$ cat src/rtl/disp_mux_scan_if.sv
// Control-side bundle for disp_mux_scan: source/edit inputs on one side,
// rendered digits and the scanned digit bus on the other.
interface disp_mux_scan_if #(
    parameter int DIGITS  = 4,
    parameter int SOURCES = 3,
    parameter int CODE_W  = 5
);
    localparam int SEL_W = (SOURCES > 1) ? $clog2(SOURCES) : 1;
    localparam int POS_W = (DIGITS > 1) ? $clog2(DIGITS) : 1;

    logic [SOURCES*DIGITS*CODE_W-1:0] src_data;
    logic [SEL_W-1:0]                 src_sel;
    logic                             sel_load;
    logic                             edit_en;
    logic [POS_W-1:0]                 edit_pos;
    logic [CODE_W-1:0]                edit_value;

    logic [DIGITS*CODE_W-1:0]         digit_out;
    logic [DIGITS-1:0]                digit_en;
    logic [CODE_W-1:0]                scan_code;
    logic [DIGITS-1:0]                scan_sel;
    logic                             frame_tick;

    modport master (
        output src_data, src_sel, sel_load, edit_en, edit_pos, edit_value,
        input  digit_out, digit_en, scan_code, scan_sel, frame_tick
    );

    modport slave (
        input  src_data, src_sel, sel_load, edit_en, edit_pos, edit_value,
        output digit_out, digit_en, scan_code, scan_sel, frame_tick
    );
endinterface

$ cat src/rtl/disp_mux_scan.sv
// Display multiplexer: source select, in-place digit edit with blink,
// leading-zero blanking, and a time-multiplexed scanned digit bus.
module disp_mux_scan #(
    parameter int                 DIGITS     = 4,
    parameter int                 SOURCES    = 3,
    parameter int                 CODE_W     = 5,
    parameter logic [CODE_W-1:0]  BLANK_CODE = 5'h10,
    parameter int                 BLINK_DIV  = 10000,
    parameter int                 SCAN_DIV   = 1000,
    parameter int                 LZB        = 1
) (
    input  logic              clk,
    input  logic              rst,
    disp_mux_scan_if.slave    bus
);
    localparam int SEL_W   = (SOURCES > 1) ? $clog2(SOURCES) : 1;
    localparam int POS_W   = (DIGITS > 1) ? $clog2(DIGITS) : 1;
    localparam int BLINK_W = $clog2(BLINK_DIV);
    localparam int SCAN_W  = (SCAN_DIV > 1) ? $clog2(SCAN_DIV) : 1;
    localparam logic [DIGITS-1:0] ONE_HOT0 = DIGITS'(1);

    logic [SEL_W-1:0]          act;
    logic [BLINK_W-1:0]        blink_cnt;
    logic                      phase;
    logic                      phase_nxt;
    logic                      blink_wrap;
    logic                      restart;
    logic                      edit_en_q;
    logic [POS_W-1:0]          edit_pos_q;
    logic [SCAN_W-1:0]         scan_cnt;
    logic [POS_W-1:0]          idx;
    logic                      scan_wrap;
    logic [DIGITS*CODE_W-1:0]  render_code;
    logic [DIGITS-1:0]         render_en;

    // The edited digit is rendered with the phase it will have after this
    // edge, so a restart shows it immediately and each half-period is exact.
    always_comb begin
        // NOTE: every combinational output gets a default first, so no path
        // through the block leaves a value held and no latch is inferred.
        restart    = 1'b0;
        blink_wrap = 1'b0;
        phase_nxt  = phase;
        restart    = bus.edit_en && (!edit_en_q || (bus.edit_pos != edit_pos_q));
        blink_wrap = (blink_cnt == BLINK_W'(BLINK_DIV - 1));
        if (restart) begin
            phase_nxt = 1'b1;
        end else if (blink_wrap) begin
            phase_nxt = ~phase;
        end
    end

    // Render walks from the top digit down so blanking stops at the first
    // nonzero code; digit 0 is never blanked.
    always_comb begin
        logic [CODE_W-1:0] code;
        logic              edit_active;
        logic              blanking;
        code        = '0;
        render_code = '0;
        render_en   = '1;
        edit_active = bus.edit_en && (int'(bus.edit_pos) < DIGITS);
        blanking    = (LZB != 0);
        for (int d = DIGITS - 1; d >= 0; d--) begin
            code = bus.src_data[(int'(act) * DIGITS + d) * CODE_W +: CODE_W];
            if (edit_active) begin
                if (d > int'(bus.edit_pos)) begin
                    code = BLANK_CODE;
                end else if (d == int'(bus.edit_pos)) begin
                    code         = bus.edit_value;
                    render_en[d] = phase_nxt;
                end
            end else if (blanking && (d != 0) && (code == '0)) begin
                code = BLANK_CODE;
            end else begin
                blanking = 1'b0;
            end
            render_code[d * CODE_W +: CODE_W] = code;
        end
    end

    assign scan_wrap = (scan_cnt == SCAN_W'(SCAN_DIV - 1));

    always_ff @(posedge clk) begin
        if (rst) begin
            act            <= '0;
            blink_cnt      <= '0;
            phase          <= 1'b1;
            edit_en_q      <= 1'b0;
            edit_pos_q     <= '0;
            scan_cnt       <= '0;
            idx            <= '0;
            bus.digit_out  <= {DIGITS{BLANK_CODE}};
            bus.digit_en   <= '1;
            bus.scan_code  <= BLANK_CODE;
            bus.scan_sel   <= '0;
            bus.frame_tick <= 1'b0;
        end else begin
            // NOTE: state uses non-blocking assignments so every register
            // samples pre-edge values regardless of statement order.
            if (bus.sel_load && (int'(bus.src_sel) < SOURCES)) begin
                act <= bus.src_sel;
            end
            blink_cnt  <= (restart || blink_wrap) ? '0 : blink_cnt + 1'b1;
            phase      <= phase_nxt;
            edit_en_q  <= bus.edit_en;
            edit_pos_q <= bus.edit_pos;

            bus.digit_out <= render_code;
            bus.digit_en  <= render_en;

            scan_cnt <= scan_wrap ? '0 : scan_cnt + 1'b1;
            if (scan_wrap) begin
                idx <= (idx == POS_W'(DIGITS - 1)) ? '0 : idx + 1'b1;
            end
            bus.scan_code  <= bus.digit_out[int'(idx) * CODE_W +: CODE_W];
            bus.scan_sel   <= (ONE_HOT0 << idx) & {DIGITS{bus.digit_en[idx]}};
            bus.frame_tick <= scan_wrap && (idx == POS_W'(DIGITS - 1));
        end
    end
endmodule

$ cat src/flat_wrapper.sv
// flat-port wrapper written by rule: the top's interface ports become plain ports
module disp_mux_scan_flat 
#(
    parameter int                 DIGITS     = 4,
    parameter int                 SOURCES    = 3,
    parameter int                 CODE_W     = 5,
    parameter logic [CODE_W-1:0]  BLANK_CODE = 5'h10,
    parameter int                 BLINK_DIV  = 10000,
    parameter int                 SCAN_DIV   = 1000,
    parameter int                 LZB        = 1
)
  (clk, rst, bus_src_data, bus_src_sel, bus_sel_load, bus_edit_en, bus_edit_pos, bus_edit_value, bus_digit_out, bus_digit_en, bus_scan_code, bus_scan_sel, bus_frame_tick);
  disp_mux_scan_if #(.DIGITS(DIGITS), .SOURCES(SOURCES), .CODE_W(CODE_W)) bus_i ();
  input  logic clk;
  input  logic rst;
  input wire logic [$bits(bus_i.src_data)-1:0] bus_src_data;
  input wire logic [$bits(bus_i.src_sel)-1:0] bus_src_sel;
  input wire logic [$bits(bus_i.sel_load)-1:0] bus_sel_load;
  input wire logic [$bits(bus_i.edit_en)-1:0] bus_edit_en;
  input wire logic [$bits(bus_i.edit_pos)-1:0] bus_edit_pos;
  input wire logic [$bits(bus_i.edit_value)-1:0] bus_edit_value;
  output wire logic [$bits(bus_i.digit_out)-1:0] bus_digit_out;
  output wire logic [$bits(bus_i.digit_en)-1:0] bus_digit_en;
  output wire logic [$bits(bus_i.scan_code)-1:0] bus_scan_code;
  output wire logic [$bits(bus_i.scan_sel)-1:0] bus_scan_sel;
  output wire logic [$bits(bus_i.frame_tick)-1:0] bus_frame_tick;
  assign bus_i.src_data = bus_src_data;
  assign bus_i.src_sel = bus_src_sel;
  assign bus_i.sel_load = bus_sel_load;
  assign bus_i.edit_en = bus_edit_en;
  assign bus_i.edit_pos = bus_edit_pos;
  assign bus_i.edit_value = bus_edit_value;
  assign bus_digit_out = bus_i.digit_out;
  assign bus_digit_en = bus_i.digit_en;
  assign bus_scan_code = bus_i.scan_code;
  assign bus_scan_sel = bus_i.scan_sel;
  assign bus_frame_tick = bus_i.frame_tick;
  disp_mux_scan #(.DIGITS(DIGITS), .SOURCES(SOURCES), .CODE_W(CODE_W), .BLANK_CODE(BLANK_CODE), .BLINK_DIV(BLINK_DIV), .SCAN_DIV(SCAN_DIV), .LZB(LZB)) u_core (.clk(clk), .rst(rst), .bus(bus_i));
endmodule
$ cat config.mk
export PLATFORM = sky130hd
export DESIGN_NAME = disp_mux_scan_flat
export DESIGN_NICKNAME = d
export VERILOG_FILES = /design/src/rtl/disp_mux_scan_if.sv /design/src/rtl/disp_mux_scan.sv /design/src/flat_wrapper.sv
export SDC_FILE = /design/constraint.sdc
export NUM_CORES = 1
export LEC_CHECK = 0
export BUFFER_PORTS_ARGS = -buffer_cell sky130_fd_sc_hd__buf_4
export CAP_MARGIN = 40
export CORE_MARGIN = 3
export CORE_UTILIZATION = 60
export CTS_BUF_LIST = sky130_fd_sc_hd__clkbuf_8
export DETAILED_ROUTE_END_ITERATION = 10
export PLACE_DENSITY = 0.88
export SYNTH_ARGS = -nofsm -noshare
export SYNTH_HDL_FRONTEND = slang
export SYNTH_SLANG_ARGS = --single-unit
$ cat constraint.sdc
create_clock -name clk -period 4.8 [get_ports clk]
set_clock_uncertainty 0.05 [all_clocks]
set_input_delay 0.96 -clock clk [delete_from_list [all_inputs] [get_ports clk]]
set_output_delay 0.96 -clock clk [all_outputs]
set_load 0.01 [all_outputs]
; Word level (Yosys, flattened, before mapping)
; Cells that the tools add are included.
; W data, S select, Z words.
[totals]
output_inout_bits = 34
regBits = 66
wordCells = 92
[op_classes]
n_lt_le_gt_ge = 5
mux = 23
n_reduce_logical = 18
shift = 6
bitwise = 7
mul = 5
eq_ne = 7
n_addsub = 6
[op_table]
columns = cell, n
row1 = $shiftx A60 B32 Y5, 4
row2 = $mul A32 B4 Y32 const B, 3
row3 = $mux W5, 14
row4 = $shiftx A20 B32 Y5, 1
row5 = $logic_not A5 Y1, 3
row6 = $add A14 B1 Y14 const B, 1
row7 = $eq A14 B14 Y1 const B, 1
row8 = $reduce_or A4 Y1, 3
row9 = $add A10 B1 Y10 const B, 1
row10 = $add A4 B2 Y5 const B, 2
row11 = $eq A10 B10 Y1 const B, 1
row12 = $mul A2 B3 Y5 const B, 2
row13 = $mux W1, 7
row14 = $not A1 Y1, 6
row15 = $add A4 B1 Y5 const B, 1
row16 = $logic_and A1 B1 Y1, 5
row17 = $and A4 B4 Y4, 1
row18 = $eq A2 B2 Y1 const A, 2
row19 = $gt A2 B2 Y1 const A, 2
row20 = $reduce_or A2 Y1, 2
row21 = $shl A1 B2 Y4 const A, 1
row22 = $lt A2 B3 Y1 const B, 1
row23 = $reduce_or A3 Y1, 1
row24 = $add A2 B1 Y2 const B, 1
row25 = 10 further kinds, 11

; Depth between registers and ports, before layout
; Gate-level depths: netlist of the first run.
[logic_depth]
word_depth = 12
depth_mapped = 14
depth_no_buf = 9

; Worst setup path after synthesis of the first run
; Ideal clock, no wire load.
[synth_timing]
path_kind = reg-to-reg
from = reg u_core.act[0]
to = reg u_core.bus.digit_out[9]
setup_time_ps = 84
path_stages_with_launch = 12
arrival_time_ps = 2746
t_required_ps = 4666
path_buffers = 4
slack_ps = 1919
cell_sequence = dfxtp_1 -> buf_4 -> inv_1 -> buf_2 -> ha_1 -> buf_2 -> buf_2 -> mux4_2 -> mux4_2 -> o31ai_1 -> nand3_1 -> o31ai_2
[synth_via]
elab_chain_len = 12
elab_cells_between_ends = 22
[synth_lines]
columns = item, line_no
row1 = "start, declared", disp_mux_scan.sv:22  ; logic [SEL_W-1:0] act;
row2 = "start signal, assigned", disp_mux_scan.sv:102  ; act <= bus.src_sel;
row3 = $add A4 B2 Y5, disp_mux_scan.sv:65  ; code = bus.src_data[(int'(act) * DIGITS + d) * CODE_W +: CODE_W];
row4 = $mul A32 B4 Y32, disp_mux_scan.sv:65
row5 = $shiftx A60 B32 Y5, disp_mux_scan.sv:65
row6 = $logic_not A5 Y1, disp_mux_scan.sv:73  ; end else if (blanking && (d != 0) && (code == '0)) begin
row7 = $mux W1, disp_mux_scan.sv:73
row8 = $mux W1, disp_mux_scan.sv:66  ; if (edit_active) begin
row9 = $logic_and A1 B1 Y1, disp_mux_scan.sv:73
row10 = $mux W1, disp_mux_scan.sv:73
row11 = $mux W1, disp_mux_scan.sv:66
row12 = $logic_and A1 B1 Y1, disp_mux_scan.sv:73
row13 = $mux W5, disp_mux_scan.sv:73
row14 = $mux W5 *, disp_mux_scan.sv:66
row15 = "end signal, assigned", disp_mux_scan.sv:93  ; bus.digit_out <= {DIGITS{BLANK_CODE}};
row16 = "end signal, assigned", disp_mux_scan.sv:109  ; bus.digit_out <= render_code;
row17 = "end, declared", disp_mux_scan_if.sv:31  ; output digit_out, digit_en, scan_code, scan_sel, frame_tick
; Mark *: on every way between the ends. The rest lies on a longest branch, timed or not.
; A chain may end at the register's enable or synchronous reset.

; Worst setup path in the final report of the first run
[layout_timing]
from = reg u_core.act[1]
to = reg u_core.bus.digit_out[9]
; Same word-level chain as after synthesis.

==> results of run 1 <==
## placed cells by master (no fill, tap or decap), types with 9 or more instances in the layout
master / instances
nand2_1: 31
nor2b_1: 16
xor2_1: 13
mux4_2: 43
a21oi_1: 22
clkbuf_8: 9
nand3_1: 18
nor2_1: 59
nor3_1: 11
buf_4: 109
mux2i_1: 25
ha_1: 9
dfxtp_1: 65
o21ai_0: 14
## cells in the mapped netlist, drive strengths merged, types with 3 or more instances
cell type	count	share of area (%)
clkbuf	15	1.3
xor2	13	2.6
mux2	4	1.0
dfxtp	66	30
mux2i	25	5.7
or2	4	0.57
a211o	5	1.0
ha	9	2.6
nand3	18	2.1
nor4	3	0.43
nor2b	16	2.3
a221oi	3	0.60
mux4	43	22
buf	20	2.4
a31oi	5	0.71
nand2b	8	1.1
o31ai	4	0.80
o21ai	15	1.7
nand2	31	2.7
o221ai	4	0.80
or3	4	0.57
nor3	11	1.3
and3	4	0.57
inv	9	0.77
and2	7	1.0
a21oi	22	2.5
nand4	3	0.43
xnor2	7	1.4
nor2	59	5.0
## logic make-up after synthesis
| logic type | synth area share (%) |
|---|---|
| multiplexers | 28.8 |
| AND/OR/NAND/NOR | 19.4 |
| XOR/XNOR | 3.99 |
| AO/OA/AOI/OAI | 10.6 |
| adder cells (fa/ha/maj) | 2.57 |
| flip-flops | 30.1 |
| buffers and inverters | 4.53 |
## state kept, by name, summed over array words and instances, names as in the netlist, 2 cells and up
register              cells
u_core.act                2
u_core.blink_cnt         14
u_core.bus.digit_en       4
u_core.bus.digit_out     20
u_core.bus.scan_code      5
u_core.bus.scan_sel       4
u_core.edit_pos_q         2
u_core.idx                2
u_core.scan_cnt          10
## power groups by stage
stage | Sequential (W) | Combinational (W) | Clock (W)
detailed placement | 0.000598 | 0.000371 | 0
CTS | 0.000585 | 0.000374 | 0.000526
global route | 0.000588 | 0.000407 | 0.000549
floorplan | 0.000604 | 0.000228 | 0
finish | 0.000585 | 0.000381 | 0.000517
global placement | 0.000597 | 0.000364 | 0
## routing by layer
layer | global-route usage, % | vias to the layer above | routed length [um]
met1 | 34.3 | 1902 | 4440
li1 | - | 1854 | -
met2 | 46.3 | 278 | 5610
met4 | 10.1 | 0 | 285
met5 | 0 | - | 0
met3 | 6.55 | 37 | 1190
## stage by stage
step	utilization, %	worst slack, ns
2_1_floorplan	-	1.92
3_3_place_gp	74.4	1.77
3_5_place_dp	74.6	1.74
4_1_cts	77.8	1.70
5_1_grt	77.8	1.47
6_report	77.8	1.62
## final cells by class
class | count | area share, %
multi-input combinational | 347 | 53.0
sequential | 66 | 24.5
timing repair buffer | 110 | 15.4
clock buffer | 9 | 2.29
tap | 96 | 2.22
clock inverter | 7 | 1.85
inverter | 10 | 0.695
## final timing paths
kind                            from                       to  slack [ns]  cells past startpoint
setup reg to reg       u_core.act[1]  u_core.bus.digit_out[9]        1.62                     10
hold reg to reg   u_core.scan_cnt[0]       u_core.scan_cnt[0]        0.40                      1
hold / removal    u_core.scan_cnt[0]       u_core.scan_cnt[0]        0.40                      1
setup / recovery       u_core.act[1]  u_core.bus.digit_out[9]        1.62                     10
## worst max-delay path: stages, from the launching register on
cell and delay [ns]:
dfxtp_1 0.30, buf_4 0.23, ha_1 0.51, buf_4 0.44, nand2b_1 0.27, o221ai_1 0.16
o221ai_1 0.26, nor2_1 0.12, nor4_1 0.29, nand3_1 0.16, o31ai_2 0.26
==> flow_summary.ini, run 1 <==
[power]
leakagePower_nw = 2.16
p_comb_share_pct = 25.7
powerDensity_nw_per_um2 = 274
power_switching_w = 0.000420
sw_frac_of_total_pct = 28.3
finalPower_w = 0.00148
p_seq_share_pct = 39.5
clkPwrFrac_pct = 34.9
p_int_w = 0.00106
vdd_drop_max_uv = 133

[final_layout]
fin_cells = 645
fill_cells = 479
areaGrowthSynthToFinish_pct = 23.2
drive_gt1_share_pct = 32.6
design_area_sq_um = 5400
nNetsFinal = 626
diodes = 0
multi_input_area_sq_um = 2870
regArea_sq_um = 1320

[setup_path]
critPathRequiredTime_ns = 4.99
endpoint_kind = flop
worstPathArrival_ns = 3.37
timing_worst_setup_path_type = flop to flop
startpoint_type = flop
critPathMaxFanout = 34

[drt]
vias = 4071
finalWirelength_mm = 11.5
drt-pass1-iter-count = 8
drc = 0
viasPerCell = 6.31
ant_nets = 0
wl_per_cell_um = 17.9
drtIter0Drc = 359

[synth]
yosys_warnings = 0
synth_edf_count = 0
synth.net_count = 540
ys_seq_elements = 66
synth_area_per_cell_sq_um = 9.58
ys.flop_type = dfxtp_1
synthDistinctLibCells = 49
syn_area_sq_um = 4390
yosysSeqAreaShare_pct = 30.1
async_reset_ff_share_pct = 0
synthCells = 458

[sta]
setup_viol = 0
post-route-period-util_pct = 66.3
slew_headroom_pct = 46.3
rsz0062_at_grt = false
fin_crit_ns = 3.18
max_freq_mhz = 314
max_slew.worst_pin.slew_ns = 0.805
drv_slew = 0
setup_tns_ns = 0
finalHoldViolCount = 0
holdWs_ns = 0.399

[global_route]
grt_pass1_wl_mm = 18.5
grt_pass1_vias = 3848
track_usage_pct = 27.5
grt_overflow_total = 0
antenna_found_initial = 0
grt_start_max_net_pins = 58

[placed_design]
gp_congestion = 0.968
port_buffers = 106
dp_cells = 629
place_hpwl_mm = 8.76
dpl_cell_area_sq_um = 5180

[floorplan]
coreArea_sq_um = 6940
num_rows = 30
die_w_um = 91.5
start_util_pct = 63.2
io_pins = 107
die_y_um = 91.5
design.die.area_sq_um = 8370

[clock_tree]
htree_levels = 3
cts_root_buf = clkbuf_8
post_cts_buffers = 0
clock_path_buffers = 2
clock_latency_ns = 0.34
cts_tree = done
path_clk_slew_ns = 0.08
hold_buffers = 0
cts_resized = 0
numCtsBuffers = 9
clock_sink_count = 66

[run]
cap_violations = 0

[status]
status = completed

[min_path]
hold_path_class = flop to flop
Note: power is estimated with default switching activity, not from simulation.
==> run 2, diff against run 1 <==
--- a/config.mk
+++ b/config.mk
@@ -8,10 +8,10 @@
 export BUFFER_PORTS_ARGS = -buffer_cell sky130_fd_sc_hd__buf_4
 export CAP_MARGIN = 40
 export CORE_MARGIN = 3
-export CORE_UTILIZATION = 60
+export CORE_UTILIZATION = 56
 export CTS_BUF_LIST = sky130_fd_sc_hd__clkbuf_8
 export DETAILED_ROUTE_END_ITERATION = 10
-export PLACE_DENSITY = 0.88
+export PLACE_DENSITY = 0.83
 export SYNTH_ARGS = -nofsm -noshare
 export SYNTH_HDL_FRONTEND = slang
 export SYNTH_SLANG_ARGS = --single-unit
==> constraint.sdc (replaced) <==
create_clock -name clk -period 3.1 [get_ports clk]
set_clock_uncertainty 0.05 [all_clocks]
set_input_delay 0.62 -clock clk [delete_from_list [all_inputs] [get_ports clk]]
set_output_delay 0.62 -clock clk [all_outputs]
set_load 0.01 [all_outputs]
==> flow_summary.ini, run 2 (synthesized netlist as in run 1, its figures left out) <==
[status]
status = completed

[clock_tree]
clock_path_buffers = 2
cts_root_buf = clkbuf_8
clock_sink_count = 66
cts_resized = 0
cts_tree = done
clock_latency_ns = 0.34
numCtsBuffers = 9
path_clk_slew_ns = 0.07
hold_buffers = 0
post_cts_buffers = 0
htree_levels = 3

[drt]
finalWirelength_mm = 11.5
drt-pass1-iter-count = 5
wl_per_cell_um = 17.6
viasPerCell = 6.21
drtIter0Drc = 363
vias = 4054
drc = 0
ant_nets = 0

[floorplan]
design.die.area_sq_um = 8930
die_y_um = 94.5
num_rows = 31
io_pins = 107
die_w_um = 94.5
start_util_pct = 59.2
coreArea_sq_um = 7410

[setup_path]
worstPathArrival_ns = 2.88
critPathRequiredTime_ns = 3.30
timing_worst_setup_path_type = flop to flop
critPathMaxFanout = 20
endpoint_kind = flop
startpoint_type = flop

[sta]
max_slew.worst_pin.slew_ns = 0.568
post-route-period-util_pct = 86.3
max_freq_mhz = 374
fin_crit_ns = 2.68
setup_tns_ns = 0
holdWs_ns = 0.400
drv_slew = 0
rsz0062_at_grt = false
setup_viol = 0
finalHoldViolCount = 0
slew_headroom_pct = 62.1

[final_layout]
nNetsFinal = 631
layout_common_cells = 113 x buf_4, 65 x dfxtp_1, 59 x nor2_1, 43 x mux4_2, 31 x nand2_1
largestRegisters = u_core.bus.digit_out x20, u_core.blink_cnt x14, u_core.scan_cnt x10
largest_register = u_core.bus.digit_out
diodes = 0
largest_reg_flops = 20
drive_gt1_share_pct = 33.2
design_area_sq_um = 5420
final_common_cell = buf_4
areaGrowthSynthToFinish_pct = 23.5

[placed_design]
port_buffers = 106
place_hpwl_mm = 8.85
gp_congestion = 1.04
dpl_cell_area_sq_um = 5240

[power]
vdd_drop_max_uv = 205
leakagePower_nw = 2.16
powerDensity_nw_per_um2 = 396

[global_route]
grt_pass1_wl_mm = 18.6
antenna_found_initial = 0
track_usage_pct = 26.4
grt_overflow_total = 0
grt_start_max_net_pins = 58
grt_pass1_vias = 3824

[run]
cap_violations = 0

[min_path]
hold_path_class = flop to flop
[run 2: changes by cell type in the layout (fill, tap and decap cells not counted)]
cell / delta
buf_4: +4
clkinvlp_4: +3
buf_12: +2
bufinv_16: -2
clkinv_4: -2
buf_8: -1
clkbuf_8: +1
clkinv_2: +1
inv_6: -1
[run 2: final cells by class]
class,count,area (sq um)
multi-input combinational,347,2870
fill,528,1990
sequential,66,1320
timing repair buffer,115,888
clock buffer,10,138
tap,99,124
clock inverter,6,41.3
inverter,10,37.5
[run 2: worst max-delay path, cell delays in order (launching register included)]
cell	delay [ns]
dfxtp_2	0.36
inv_1	0.06
ha_1	0.46
buf_4	0.33
mux2i_1	0.21
o21ai_0	0.08
mux4_2	0.47
o31ai_1	0.26
nand3_1	0.12
o31ai_2	0.19
[run 2: layer usage]
| metal | part of all wire, % | track usage (%) | up-vias | wire, um |
|---|---|---|---|---|
| met5 | 0 | 0 | - | 0 |
| li1 | - | - | 1867 | - |
| met3 | 9.9 | 5.82 | 29 | 1140 |
| met4 | 2.6 | 10.2 | 0 | 299 |
| met2 | 46 | 42.1 | 262 | 5320 |
| met1 | 41 | 35.3 | 1896 | 4710 |
[run 2: final timing paths]
path	startpoint	to	slack (ns)	depth (start not counted)
setup / recovery	u_core.act[0]	u_core.bus.digit_out[9]	0.42	9
hold reg to reg	u_core.scan_cnt[0]	u_core.scan_cnt[0]	0.40	1
setup reg to reg	u_core.act[0]	u_core.bus.digit_out[9]	0.42	9
hold / removal	u_core.scan_cnt[0]	u_core.scan_cnt[0]	0.40	1
[run 2: power breakdown]
part | total (W) | internal [W] | switching, W
logic | 0.000596 | 0.000308 | 0.000288
registers | 0.000908 | 0.000886 | 0.0000222
clock network | 0.000642 | 0.000311 | 0.000331
[run 2: through the flow]
stage | std cells | power (W) | util (%) | worst slack, ns
6_report | 653 | 0.00215 | 73.1 | 0.423
5_1_grt | 653 | 0.00224 | 73.1 | 0.175
4_1_cts | 653 | 0.00215 | 73.1 | 0.409
3_5_place_dp | 637 | 0.00151 | 70.7 | 0.439
3_3_place_gp | 637 | 0.00150 | 70.7 | 0.535
2_1_floorplan | 458 | 0.00129 | - | 0.219
